--- src/rtl/seg7_pkg.sv ---
// Shared constants for the 7-segment display blocks.
// Segment vectors are active-low, ordered ABCDEFG with segment A in bit SEG_A_BIT.
package seg7_pkg;

    localparam int unsigned SEG_A_BIT = 6;
    localparam int unsigned NIB_W     = 4;

    localparam logic [SEG_A_BIT:0] SEG_0     = 7'b0000001;
    localparam logic [SEG_A_BIT:0] SEG_1     = 7'b1001111;
    localparam logic [SEG_A_BIT:0] SEG_2     = 7'b0010010;
    localparam logic [SEG_A_BIT:0] SEG_3     = 7'b0000110;
    localparam logic [SEG_A_BIT:0] SEG_4     = 7'b1001100;
    localparam logic [SEG_A_BIT:0] SEG_5     = 7'b0100100;
    localparam logic [SEG_A_BIT:0] SEG_6     = 7'b0100000;
    localparam logic [SEG_A_BIT:0] SEG_7     = 7'b0001111;
    localparam logic [SEG_A_BIT:0] SEG_8     = 7'b0000000;
    localparam logic [SEG_A_BIT:0] SEG_9     = 7'b0000100;
    localparam logic [SEG_A_BIT:0] SEG_A     = 7'b0001000;
    localparam logic [SEG_A_BIT:0] SEG_B     = 7'b1100000;
    localparam logic [SEG_A_BIT:0] SEG_C     = 7'b0110001;
    localparam logic [SEG_A_BIT:0] SEG_D     = 7'b1000010;
    localparam logic [SEG_A_BIT:0] SEG_E     = 7'b0110000;
    localparam logic [SEG_A_BIT:0] SEG_F     = 7'b0111000;
    localparam logic [SEG_A_BIT:0] SEG_BLANK = 7'b1111111;

endpackage

--- src/rtl/seg7_hex_decoder.sv ---
// Combinational nibble to active-low 7-segment decoder.
// Ports:
//   nibble - 4-bit digit code
//   seg_c  - active-low segments ABCDEFG (A = MSB); codes 10..15 show
//            A,b,C,d,E,F when HEX_MODE != 0, otherwise blank
module seg7_hex_decoder
    import seg7_pkg::*;
#(
    parameter int unsigned HEX_MODE = 0
) (
    input  logic [NIB_W-1:0]   nibble,
    output logic [SEG_A_BIT:0] seg_c
);

    localparam bit SHOW_HEX = (HEX_MODE != 0);

    // Digit lookup; letters collapse to blank outside hex mode
    always_comb begin
        seg_c = SEG_BLANK;
        case (nibble)
            4'h0: seg_c = SEG_0;
            4'h1: seg_c = SEG_1;
            4'h2: seg_c = SEG_2;
            4'h3: seg_c = SEG_3;
            4'h4: seg_c = SEG_4;
            4'h5: seg_c = SEG_5;
            4'h6: seg_c = SEG_6;
            4'h7: seg_c = SEG_7;
            4'h8: seg_c = SEG_8;
            4'h9: seg_c = SEG_9;
            4'hA: seg_c = SHOW_HEX ? SEG_A : SEG_BLANK;
            4'hB: seg_c = SHOW_HEX ? SEG_B : SEG_BLANK;
            4'hC: seg_c = SHOW_HEX ? SEG_C : SEG_BLANK;
            4'hD: seg_c = SHOW_HEX ? SEG_D : SEG_BLANK;
            4'hE: seg_c = SHOW_HEX ? SEG_E : SEG_BLANK;
            4'hF: seg_c = SHOW_HEX ? SEG_F : SEG_BLANK;
        endcase
    end

endmodule

--- src/rtl/seg7_mux_driver.sv ---
// Time-multiplexed N-digit common-anode 7-segment driver with a
// double-buffered value, per-digit decimal points, leading-zero blanking
// and a frame-done pulse.
// Ports:
//   clk, reset  - single clock, synchronous active-high reset
//   value_in    - nibble i drives digit i (digit 0 rightmost)
//   dp_in       - decimal point request per digit (1 = lit)
//   load        - strobe capturing value_in/dp_in into the pending buffer
//   blank_lz    - leading-zero blanking enable, used live
//   seg, dp     - active-low shared segment / decimal point lines
//   an          - active-low one-cold anode enables
//   frame_done  - one-cycle pulse after each completed scan
module seg7_mux_driver
    import seg7_pkg::*;
#(
    parameter int unsigned NUM_DIGITS  = 4,
    parameter int unsigned REFRESH_DIV = 100000,
    parameter int unsigned HEX_MODE    = 0
) (
    input  logic                          clk,
    input  logic                          reset,
    input  logic [NIB_W*NUM_DIGITS-1:0]   value_in,
    input  logic [NUM_DIGITS-1:0]         dp_in,
    input  logic                          load,
    input  logic                          blank_lz,
    output logic [SEG_A_BIT:0]            seg,
    output logic                          dp,
    output logic [NUM_DIGITS-1:0]         an,
    output logic                          frame_done
);

    localparam int unsigned VAL_W = NIB_W * NUM_DIGITS;
    localparam int unsigned PRE_W = (REFRESH_DIV > 1) ? $clog2(REFRESH_DIV) : 1;
    localparam int unsigned IDX_W = (NUM_DIGITS > 1) ? $clog2(NUM_DIGITS) : 1;
    localparam logic [PRE_W-1:0] PRE_LAST = PRE_W'(REFRESH_DIV - 1);
    localparam logic [IDX_W-1:0] IDX_LAST = IDX_W'(NUM_DIGITS - 1);

    logic [PRE_W-1:0]      prescaler;
    logic [IDX_W-1:0]      idx;
    logic [VAL_W-1:0]      pend_val;
    logic [NUM_DIGITS-1:0] pend_dp;
    logic                  pend_valid;
    logic [VAL_W-1:0]      act_val;
    logic [NUM_DIGITS-1:0] act_dp;

    logic                  tick;
    logic                  wrap;
    logic [IDX_W-1:0]      idx_nxt;
    logic [VAL_W-1:0]      act_val_nxt;
    logic [NUM_DIGITS-1:0] act_dp_nxt;
    logic [NIB_W-1:0]      sel_nib;
    logic                  sel_dp;
    logic                  sel_blank;
    logic                  upper_zero;
    logic [SEG_A_BIT:0]    dec_seg;

    // Scan timing and active-buffer swap; a load on the wrap cycle bypasses pending
    always_comb begin
        tick        = (prescaler == PRE_LAST);
        wrap        = tick && (idx == IDX_LAST);
        idx_nxt     = idx;
        act_val_nxt = act_val;
        act_dp_nxt  = act_dp;
        if (wrap) begin
            idx_nxt = '0;
        end else if (tick) begin
            idx_nxt = idx + IDX_W'(1);
        end
        if (wrap) begin
            if (load) begin
                act_val_nxt = value_in;
                act_dp_nxt  = dp_in;
            end else if (pend_valid) begin
                act_val_nxt = pend_val;
                act_dp_nxt  = pend_dp;
            end
        end
    end

    // Select the digit being shown next; walk from the top digit down so
    // upper_zero says whether this nibble and all above it are zero
    always_comb begin
        sel_nib    = '0;
        sel_dp     = 1'b0;
        sel_blank  = 1'b0;
        upper_zero = 1'b1;
        for (int i = NUM_DIGITS - 1; i >= 0; i--) begin
            upper_zero = upper_zero && (act_val_nxt[NIB_W*i +: NIB_W] == '0);
            if (idx_nxt == IDX_W'(i)) begin
                sel_nib   = act_val_nxt[NIB_W*i +: NIB_W];
                sel_dp    = act_dp_nxt[i];
                sel_blank = blank_lz && upper_zero && (i != 0);
            end
        end
    end

    seg7_hex_decoder #(
        .HEX_MODE (HEX_MODE)
    ) u_dec (
        .nibble (sel_nib),
        .seg_c  (dec_seg)
    );

    // State and registered display outputs; outputs only move on tick edges
    always_ff @(posedge clk) begin
        if (reset) begin
            prescaler  <= '0;
            idx        <= '0;
            pend_val   <= '0;
            pend_dp    <= '0;
            pend_valid <= 1'b0;
            act_val    <= '0;
            act_dp     <= '0;
            seg        <= SEG_BLANK;
            dp         <= 1'b1;
            an         <= '1;
            frame_done <= 1'b0;
        end else begin
            prescaler  <= tick ? '0 : prescaler + PRE_W'(1);
            idx        <= idx_nxt;
            act_val    <= act_val_nxt;
            act_dp     <= act_dp_nxt;
            frame_done <= wrap;
            if (load && !wrap) begin
                pend_val   <= value_in;
                pend_dp    <= dp_in;
                pend_valid <= 1'b1;
            end else if (wrap) begin
                pend_valid <= 1'b0;
            end
            if (tick) begin
                an  <= ~(NUM_DIGITS'(1) << idx_nxt);
                seg <= sel_blank ? SEG_BLANK : dec_seg;
                dp  <= ~sel_dp;
            end
        end
    end

endmodule

--- config.mk ---
export PLATFORM = sky130hd
export DESIGN_NAME = seg7_mux_driver
export DESIGN_NICKNAME = d
export VERILOG_FILES = /design/src/rtl/seg7_pkg.sv /design/src/rtl/seg7_hex_decoder.sv /design/src/rtl/seg7_mux_driver.sv
export SDC_FILE = /design/constraint.sdc
export NUM_CORES = 1
export LEC_CHECK = 0
export BUFFER_PORTS_ARGS = -buffer_cell sky130_fd_sc_hd__buf_2
export CAP_MARGIN = 5
export CORE_MARGIN = 2
export CORE_UTILIZATION = 58
export CTS_BUF_LIST = sky130_fd_sc_hd__clkbuf_8 sky130_fd_sc_hd__clkbuf_16
export CTS_CLUSTER_DIAMETER = 80
export DETAILED_ROUTE_END_ITERATION = 6
export PLACE_DENSITY = 0.79
export SYNTH_ARGS = -nofsm -noshare
export SYNTH_HDL_FRONTEND = slang
export SYNTH_SLANG_ARGS = --single-unit
--- constraint.sdc ---
create_clock -name clk -period 3.9 [get_ports clk]
set_input_delay 0.195 -clock clk [delete_from_list [all_inputs] [get_ports clk]]
set_output_delay 0.195 -clock clk [all_outputs]
set_load 0.1 [all_outputs]
## Word level (Yosys, flattened, before mapping)

Memories as Yosys holds them, arrays and structs flattened.
Index checks and enable logic that the tools add are counted.

| storage, ports and cells | value |
|---|---|
| bits in registers | 73 |
| memory bits (read-only) | 112 |
| input bits | 24 |
| output and inout port bits | 13 |
| word-level logic and storage cells | 59 |
| memories | 1 |

Memory list:

| name | words | width | rd ports | clocked after memory_dff | wr ports | RTL line | text |
|---|---|---|---|---|---|---|---|
| (no name shown) | 16 | 7 | 1 | 0 | 0 | seg7_hex_decoder.sv:20 | `case (nibble)` |

| operators by class | value |
|---|---|
| add/sub/neg operators | 2 |
| equal/unequal tests | 5 |
| shift operators | 1 |
| mux-type cells | 23 |
| bitwise operators | 2 |
| reductions and logical operators | 14 |

Operator list:

| kind | count |
|---|---|
| $mux W16 | 3 |
| $mux W4 | 7 |
| $add A17 B1 Y17 const B | 1 |
| $eq A17 B17 Y1 const B | 1 |
| $logic_not A4 Y1 | 3 |
| $mux W1 | 10 |
| $logic_and A1 B1 Y1 | 7 |
| $mux W7 | 1 |
| $eq A2 B2 Y1 const B | 3 |
| $mux W2 | 2 |
| $not A4 Y4 | 1 |
| $shl A1 B2 Y4 const A | 1 |
| $add A2 B1 Y2 const B | 1 |
| $eq A2 B1 Y1 const B | 1 |
| $logic_not A2 Y1 | 1 |
| $reduce_bool A2 Y1 | 1 |
| $reduce_or A2 Y1 | 1 |
| $logic_not A1 Y1 | 1 |
| $not A1 Y1 | 1 |

## Logic depth before layout (Yosys ltp)

Gate-level depths: netlist of run 1.

| depth | value |
|---|---|
| depth in word-level cells | 10 |
| mapped depth | 14 |
| gate-level depth less buffers | 12 |

## By module

From an unflattened synthesis of run 1, not the netlist that was laid out.

| second synthesis, totals | value |
|---|---|
| cells, all modules | 461 |
| area total of the unflattened synthesis | 3662.3 µm² |

By module, submodules not included:

| module | times used | cells each | area an instance (µm²) | sequential area each (µm²) |
|---|---|---|---|---|
| seg7_mux_driver | 1 | 428 | 3452.1 | 1461.4 |
| seg7_hex_decoder | 1 | 33 | 210.2 | 0.0 |

## Least setup slack after synthesis of run 1

OpenSTA, ideal clock, no wires.

| path | value |
|---|---|
| path kind | flip-flop to flip-flop |
| start | register prescaler[11] |
| end | register seg[0] |
| setup time | 119 ps |
| data arrival time | 3092 ps |
| data required time | 3781 ps |
| setup slack | 689 ps |
| cell stages (with the launch flop) | 13 |
| buffers on the path | 2 |
| period minus slack after synthesis | 3211 ps |
| cells stage by stage | dfxtp_1 or4b_4 nor4_4 buf_2 buf_1 nand3_1 o21ai_1 mux2i_1 mux2i_1 inv_1 ha_1 a21o_1 o221a_2 |

| between the ends | value |
|---|---|
| cells in the longest elaborated chain, start to end | 10 |
| elaborated cells between the ends (all ways) | 27 |
| those cells by class | 4 x eq/ne; 12 x mux; 10 x reduce/logical; 1 x memory |

Ends and longest elaborated chain:

| element | RTL line | text |
|---|---|---|
| start, declared | seg7_mux_driver.sv:38 | `logic [PRE_W-1:0] prescaler;` |
| start signal, assigned | seg7_mux_driver.sv:119 | `prescaler <= tick ? '0 : prescaler + PRE_W'(1);` |
| $eq A17 B17 Y1 * | seg7_mux_driver.sv:59 | `tick = (prescaler == PRE_LAST);` |
| $mux W2 or $logic_and A1 B1 Y1 (tied branches) | seg7_mux_driver.sv:66, seg7_mux_driver.sv:60 |  |
| $mux W2 or $mux W16 (tied branches) | seg7_mux_driver.sv:64, seg7_mux_driver.sv:69 |  |
| $eq A2 B2 Y1 or $logic_not A4 Y1 (tied branches) | seg7_mux_driver.sv:89, seg7_mux_driver.sv:88 |  |
| $mux W4, or another cell as far along (3 in a row) | seg7_mux_driver.sv:89 | `if (idx_nxt == IDX_W'(i)) begin` |
| $mux W4 or $mux W1 (tied branches) | seg7_mux_driver.sv:89 |  |
| $mem_v2 Z16 W7 or $mux W1 (tied branches) | n/a |  |
| $mux W7 | seg7_mux_driver.sv:133 | `seg <= sel_blank ? SEG_BLANK : dec_seg;` |
| end signal, assigned | seg7_mux_driver.sv:133 |  |
| end, declared | seg7_mux_driver.sv:26 | `output logic [SEG_A_BIT:0] seg,` |

Every way passes the cells marked *; elsewhere a longest branch is shown, timed or not.
A chain may end at the register's enable or synchronous reset.

## Final worst setup path of run 1

| path | value |
|---|---|
| start | register prescaler[0] |
| end | register seg[2] |

The elaborated chain is that of the path after synthesis.

==> results of run 1 <==
-- power groups by stage --
stage	Clock, mW	Sequential, mW	Combinational [mW]
2_1_floorplan	0	0.784	0.0557
3_3_place_gp	0	0.785	0.0800
3_5_place_dp	0	0.786	0.0816
4_1_cts	0.613	0.769	0.0823
5_1_grt	0.641	0.770	0.0919
6_report	0.600	0.769	0.0823
-- cells by family after synthesis --
family | count (synthesis) | synth area share
muxes | 36 | 0.108
adders and majority gates | 8 | 0.0287
AOI/OAI and AO/OA | 71 | 0.140
DFF | 73 | 0.419
xor gates and xnor gates | 14 | 0.0352
buffers and inverters | 30 | 0.0388
and+or+nand+nor | 166 | 0.231
-- area by class of cell --
cell class                 count  area [um^2]  area share
sequential                    73         1460       0.374
inverter                       7         26.3     0.00673
tap                           75         93.8      0.0240
clock inverter                 5         55.1      0.0141
clock buffer                  11          151      0.0388
timing repair buffer          42          225      0.0577
multi-input combinational    295         1890       0.484
-- synth_stat cells (all sizes together), types with 2 or more instances --
library cell	instances
o22ai	2
a21o	3
and2	4
nand3	19
or4b	2
a2111oi	2
nand4	2
a211oi	5
or4	3
nor4	4
mux2i	30
and3	2
buf	7
nor2b	6
o21bai	3
o221a	5
xnor2	6
or2	2
nor3	11
dfxtp	73
xor2	8
nor2	51
mux2	6
inv	7
ha	8
o21ai	18
a21oi	27
nand2b	4
clkbuf	16
nand2	52
-- flip-flops by register name, indices dropped and copies added (netlist names) --
register	flops
pend_valid	1
pend_dp	4
act_val	16
pend_val	16
idx	2
frame_done	1
dp	1
prescaler	17
act_dp	4
an	4
seg	7
-- routing by layer --
| layer | vias to the layer above | global-route usage |
|---|---|---|
| met5 | - | 0 |
| met3 | 11 | 0.0429 |
| met2 | 49 | 0.378 |
| met4 | 0 | 0.102 |
| li1 | 1447 | - |
| met1 | 1333 | 0.296 |
-- worst max-delay path, cell delays in order, from the launching register on --
cell	delay [ns]
dfxtp_1	0.37
ha_1	0.22
nand4_1	0.27
or4_4	0.70
nor2_4	0.36
buf_4	0.23
o21ai_1	0.08
mux2i_1	0.14
mux2i_1	0.21
ha_1	0.27
mux2_4	0.26
a221oi_2	0.22
-- through the flow --
step                hold slack [ns]  setup WS [ns]  utilization
finish                       0.0946          0.485        0.667
global route                 0.0882          0.176        0.667
CTS                          0.0849          0.477        0.667
detailed placement            0.442          0.494        0.632
global placement              0.439          0.564        0.632
floorplan                     0.331          0.689            -
-- final timing paths --
path / startpoint / end / slack (ns) / cells after the start
max: prescaler[0]$_SDFF_PP0_ / seg[2]$_SDFFE_PP1N_ / 0.48 / 11
min: value_in[7] / pend_val[7]$_SDFFE_PP0P_ / 0.09 / 3
max reg2reg: prescaler[0]$_SDFF_PP0_ / seg[2]$_SDFFE_PP1N_ / 0.48 / 11
min reg2reg: pend_val[0]$_SDFFE_PP0P_ / pend_val[0]$_SDFFE_PP0P_ / 0.45 / 2
==> run summary, run 1 <==
vias in the first global route - 2603
minimum clock period after layout - 3.42 ns
EDFF count, synth - 0
final instance area - 0.00390 mm^2
post-route ant nets - 0
syn_area_per_cell - 8.76 um^2
# hold bufs at CTS - 0
largest net degree at the start of global routing - 53
Reg power frac - 0.530
Global Route Usage Sum - 0.231
cts bufs inserted - 9
Slew @ Worst Pin - 0.915 ns
later-pin clock latency in the skew report - 0.35 ns
Final #Nets - 460
status - complete, no violations
post-cts resize count - 0
DR vias/cell - 5.59
clock slew at reported path FFs - 0.08 ns
placed inst area - 0.00370 mm^2
met1 wire length - 3.31 mm
Gate power share - 0.057
Yosys top cell by area - dfxtp_1
ant diodes - 0
cell area after synthesis - 0.00349 mm^2
Tcrit/Tclk final - 0.876
PwrDens - 372 mW/mm^2
Synth Register Bits - 73
Fmax - 293 MHz
Rows - 28
most frequent cells in the layout - dfxtp_1 (73), nand2_1 (52), nor2_1 (50)
CTS root buf - clkbuf_8
deepest clock path buffer count - 2
First-pass DRT Iterations - 4
DR iter-0 viols - 187
worst hold path class - in2reg
first-pass GRT wire length - 11.7 mm
ys flop type - dfxtp_1
via count - 2840
Critical Path End Type - register
Cell Count, Final, Fillers Out - 508
Startpoint Class - register
Mapped Cells - 398
commonest non-fill, non-tap cell in the layout - dfxtp_1
Max VDD drop - 0.288 mV
synth top area cells - dfxtp_1 (42%), mux2i_1 (8.6%), nand2_1 (5.6%), nor2_1 (5.4%), a21oi_1 (3.7%)
Syn Nets - 430
Leak - 1.56 nW
relative slew slack - 0.390
register area share after synthesis - 0.419
initial antenna violation count - 0
Yosys top cell area share - 0.419
CP Class - reg2reg
Die H - 81.5 um
core box area - 0.00585 mm^2
ys async rst share - 0
CP max FO - 17
clk sink count - 73
Sw Share - 0.228
CTS tree - yes
met2 WL - 3.35 mm
Filler cells - 493
Yosys warning total - 0
Initial Utilization - 0.596
Unique masters post-synth - 54
# DRC - 0
WL per Instance - 13.9 um
# port buffers - 36
Final HPWL DP - 4.94 mm
final max-slew violation count - 0
gpl congestion - 0.898
Layout area overhead - 11.9%
chip width - 81.5 um
share of cells above drive strength 1 - 0.180
sw power - 0.331 mW
DR top layer - met4
final hold vios - 0
internal power - 1.12 mW
GRT overflow - 0
final wirelength - 7.04 mm
Setup Skew - 0.0121 ns
H-tree depth - 3
I/O pin total - 37
max-cap violations - 0
final setup vio count - 0
die area - 0.00665 mm^2
RSZ-0062 raised after global routing - no
CP required - 4.17 ns
Total Power - 1.45 mW
setup tns final - 0 ns
Clock Power Share - 0.413
Inst Count DP - 492
met3 WL post-DR - 247 um
Crit path arrival time - 3.68 ns
post-CTS setup buffer count - 0
(Power assumes the default switching activity.)
==> run 2, diff against run 1 <==
- CELL_PAD_IN_SITES_DETAIL_PLACEMENT: not set -> 1
- CELL_PAD_IN_SITES_GLOBAL_PLACEMENT: not set -> 1
- CORE_UTILIZATION: 58 -> 44
- PLACE_DENSITY: 0.79 -> not set
- PLACE_DENSITY_LB_ADDON: not set -> 0.1
==> run 2 against run 1 <==
Effect of this change: sequential cell count is the same; wire length grew 20%; sequential power about the same; clock skew decreased by 0.0016 ns; core utilization down 15 points; count of clock-buffer cells in the layout is the same; via count rose by 0.46%; critical path depth down 3; cell count is 5.9% higher; non-clock buffer count increased by 3; die area is 30% higher; clock power grew 12%; largest cell class unchanged; largest power group unchanged.
==> run summary, run 2 (synthesis gave the netlist of run 1 again) <==
# DRC - 0
WL per Instance - 15.7 um
post-CTS setup buffer count - 0
setup tns final - 0 ns
Register Area - 0.00146 mm^2
CP required - 4.13 ns
final max-slew violation count - 0
via count - 2853
Final HPWL DP - 5.96 mm
vias in the first global route - 2960
H-tree depth - 3
share of cells above drive strength 1 - 0.188
final hold vios - 0
deepest clock path buffer count - 2
post-route ant nets - 0
later-pin clock latency in the skew report - 0.34 ns
Setup Skew - 0.0105 ns
Worst path slowest cell - or4_4
worst hold path class - in2reg
crit-path max cell delay - 0.67 ns
Global Route Usage Sum - 0.211
clock slew at reported path FFs - 0.08 ns
area of the multi-input gates - 0.00189 mm^2
Clock Power Share - 0.441
sw power - 0.342 mW
Buf+Inv Stages, Crit Path - 1
post-cts resize count - 0
Rows - 32
chip width - 93.0 um
GRT overflow - 0
Final #Nets - 463
# hold bufs at CTS - 0
first-pass GRT wire length - 14.6 mm
CP max FO - 12
die area - 0.00865 mm^2
CP Cell Sequence - or4b_4 -> or4_4 -> a21oi_4 -> mux2_1 -> mux2i_1 -> buf_4 -> o21bai_1 -> o221a_2
Die H - 93.0 um
Startpoint Class - register
Critical Path End Type - register
number of flip-flops in the largest register - 17
gpl congestion - 0.794
clk sink count - 73
max-cap violations - 0
Filler cells - 963
Fmax - 297 MHz
I/O pin total - 37
internal power - 1.19 mW
Tcrit/Tclk final - 0.862
CP Class - reg2reg
most frequent cells in the layout - dfxtp_1 (73), nand2_1 (52), nor2_1 (50)
Final Util - 0.518
ant diodes - 0
status - complete, no violations
cts bufs inserted - 9
final wirelength - 8.43 mm
final setup vio count - 0
Max VDD drop - 0.185 mV
Crit path arrival time - 3.60 ns
initial antenna violation count - 0
CTS root buf - clkbuf_8
DR iter-0 viols - 87
Largest regs - prescaler x17, act_val x16, pend_val x16
Slew @ Worst Pin - 0.902 ns
Layout area overhead - 14.2%
Initial Utilization - 0.454
DR vias/cell - 5.30
Top reg by flops - prescaler
largest net degree at the start of global routing - 53
# port buffers - 36
First-pass DRT Iterations - 4
CTS tree - yes
Total Power - 1.53 mW
commonest non-fill, non-tap cell in the layout - dfxtp_1
Sw Share - 0.224
Top Family by Delay on Critical Path - simple AND/OR/NAND/NOR gates
RSZ-0062 raised after global routing - no
core box area - 0.00769 mm^2
PwrDens - 384 mW/mm^2
Gate power share - 0.055
relative slew slack - 0.398
Reg power frac - 0.503
Leak - 1.58 nW
minimum clock period after layout - 3.36 ns
-- run 2: area by class of cell --
type	count	share of cell area
clock buffer	11	0.0380
clock inverter	5	0.0195
inverter	7	0.00660
multi-input combinational	295	0.475
sequential	73	0.367
tap	102	0.0320
timing repair buffer	45	0.0622
-- run 2: routing by layer --
layer / wire, um / GRT usage
met5: 0 / 0
met4: 85 / 0.0564
met3: 263 / 0.0411
met2: 4000 / 0.348
met1: 4090 / 0.285
-- run 2: tightest hold or removal path, delay by kind of cell --
kind	cells	cell delay, ns
buffers and inverters	1	0.11
and+or+nand+nor	1	0.05
AOI/OAI and AO/OA	1	0.05
-- run 2: through the flow --
step                      std cells  hold slack (ns)  worst slack (ns)  area, um^2
after floorplan                 398            0.331             0.689        3490
after global placement          522            0.438             0.623        3750
after detailed placement        522            0.447             0.543        3750
after CTS                       538           0.0909             0.515        3980
after global routing            538           0.0871             0.247        3980
final                           538           0.0995             0.539        3980
-- run 2: path summary, 6_finish.rpt --
| kind | from | to | slack [ns] | depth (start not counted) |
|---|---|---|---|---|
| setup / recovery | prescaler[11]$_SDFF_PP0_ | seg[6]$_SDFFE_PP1N_ | 0.54 | 8 |
| hold / removal | value_in[0] | pend_val[0]$_SDFFE_PP0P_ | 0.1 | 3 |
| setup reg to reg | prescaler[11]$_SDFF_PP0_ | seg[6]$_SDFFE_PP1N_ | 0.54 | 8 |
| hold reg to reg | pend_val[3]$_SDFFE_PP0P_ | pend_val[3]$_SDFFE_PP0P_ | 0.46 | 2 |
-- run 2: power groups by stage --
stage	clock [mW]	combinational (mW)	sequential (mW)
after floorplan	0	0.0557	0.784
after global placement	0	0.0842	0.785
after detailed placement	0	0.0860	0.786
after CTS	0.686	0.0862	0.769
after global routing	0.733	0.0951	0.771
final	0.674	0.0847	0.769
==> run 3, diff against run 2 <==
- CORE_MARGIN: 2 -> not set
==> run 3 against run 2 <==
Effect of this change: fmax fell by 0.24%; cell count did not move; critical path depth rose by 2; non-clock buffer count did not move; critical path type unchanged; highest routed layer unchanged; largest power group unchanged.
==> run summary, run 3 (synthesis gave the netlist of run 1 again) <==
H-tree depth - 3
Leak - 1.57 nW
Tcrit/Tclk final - 0.864
Gate power share - 0.059
number of flip-flops in the largest register - 17
worst hold path class - in2reg
CP required - 4.14 ns
end of the worst register-to-register path - seg[1]$_SDFFE_PP1N_
Fmax - 297 MHz
final wirelength - 8.36 mm
status - complete, no violations
Clock Power Share - 0.399
setup slack, reg-to-reg - 0.53 ns
final setup vio count - 0
CTS tree - yes
Rows - 32
final hold vios - 0
hold path depth - 3
Sw Share - 0.232
max-cap violations - 0
Filler cells - 941
CP max FO - 24
die area - 0.00829 mm^2
# hold bufs at CTS - 0
# DRC - 0
First-pass DRT Iterations - 4
ant diodes - 0
largest net degree at the start of global routing - 29
vias in the first global route - 2965
Hold Startpoint - value_in[0]
Max VDD drop - 0.162 mV
gpl congestion - 0.798
Die H - 91.0 um
Slew @ Worst Pin - 0.927 ns
cts bufs inserted - 9
minimum clock period after layout - 3.37 ns
internal power - 1.09 mW
post-cts resize count - 0
worst reg-to-reg path cell count - 10
Total Power - 1.42 mW
clk sink count - 73
sw power - 0.330 mW
chip width - 91.0 um
Initial Utilization - 0.454
GRT overflow - 0
via count - 2900
core box area - 0.00769 mm^2
Final Util - 0.513
Crit path arrival time - 3.61 ns
post-route ant nets - 0
DR iter-0 viols - 56
Final HPWL DP - 6.00 mm
Critical Path End Type - register
CP Class - reg2reg
CTS root buf - clkbuf_8
relative slew slack - 0.382
final max-slew violation count - 0
setup tns final - 0 ns
DR vias/cell - 5.39
DP Worst Slack - 0.540 ns
Setup Skew - 0.0147 ns
clock slew at reported path FFs - 0.08 ns
Top reg by flops - prescaler
RSZ-0062 raised after global routing - no
Largest regs - prescaler x17, act_val x16, pend_val x16
first-pass GRT wire length - 14.2 mm
Global Route Usage Sum - 0.214
PwrDens - 360 mW/mm^2
placed inst area - 0.00375 mm^2
# port buffers - 36
setup ws final - 0.530 ns
final instance area - 0.00395 mm^2
r2r startpoint - prescaler[11]$_SDFF_PP0_
WHS Endpoint - pend_val[0]$_SDFFE_PP0P_
share of cells above drive strength 1 - 0.186
Reg power frac - 0.542
most frequent cells in the layout - dfxtp_1 (73), nand2_1 (52), nor2_1 (50)
WL per Instance - 15.5 um
Final #Nets - 463
post-CTS setup buffer count - 0
initial antenna violation count - 0
Startpoint Class - register
later-pin clock latency in the skew report - 0.34 ns
Layout area overhead - 13.2%
I/O pin total - 37
deepest clock path buffer count - 2
commonest non-fill, non-tap cell in the layout - dfxtp_1
[run 3: cell type report]
class / instances / area, um^2 / area share
timing repair buffer: 45 / 248 / 0.0628
clock inverter: 3 / 13.8 / 0.00349
clock buffer: 13 / 179 / 0.0453
tap: 102 / 128 / 0.0323
inverter: 7 / 26.3 / 0.00666
multi-input combinational: 295 / 1890 / 0.479
sequential: 73 / 1460 / 0.370
[run 3: through the flow]
step | hold slack (ns) | std cells
after floorplan | 0.331 | 398
after global placement | 0.439 | 522
after detailed placement | 0.448 | 522
after CTS | 0.0881 | 538
after global routing | 0.0959 | 538
final | 0.0983 | 538
[run 3: per-layer routing]
metal / track usage / routed length (um) / part of all wire / vias up
met1: 0.283 / 4100 / 0.49 / 1398
met5: 0 / 0 / 0 / -
met4: 0.0780 / 102 / 0.012 / 0
met3: 0.0327 / 214 / 0.026 / 11
met2: 0.354 / 3950 / 0.47 / 45
li1: - / - / - / 1446
[run 3: worst max-delay path by stage]
stage | from | end | slack [ns]
finish | prescaler[11]$_SDFF_PP0_ | seg[1]$_SDFFE_PP1N_ | 0.53
floorplan | prescaler[11]$_SDFF_PP0_ | seg[0]$_SDFFE_PP1N_ | 0.69
global route | prescaler[0]$_SDFF_PP0_ | seg[3]$_SDFFE_PP1N_ | 0.21
detailed placement | prescaler[11]$_SDFF_PP0_ | seg[1]$_SDFFE_PP1N_ | 0.54
global placement | prescaler[11]$_SDFF_PP0_ | seg[3]$_SDFFE_PP1N_ | 0.64
CTS | prescaler[11]$_SDFF_PP0_ | seg[0]$_SDFFE_PP1N_ | 0.52
[run 3: critical path, stage by stage (launching register included)]
cell     delay, ns
dfxtp_1       0.34
or4b_4        0.57
nor4_4        0.25
buf_4         0.31
mux2_4        0.40
mux2i_1       0.14
mux2i_1       0.46
inv_1         0.15
ha_1          0.23
a21o_1        0.17
o221a_2       0.24
[run 3: power by group through the flow]
stage	clock network (mW)	registers, mW	logic [mW]
finish	0.566	0.769	0.0840
global route	0.618	0.771	0.0945
CTS	0.583	0.769	0.0860
detailed placement	0	0.787	0.0855
global placement	0	0.785	0.0841
floorplan	0	0.784	0.0557
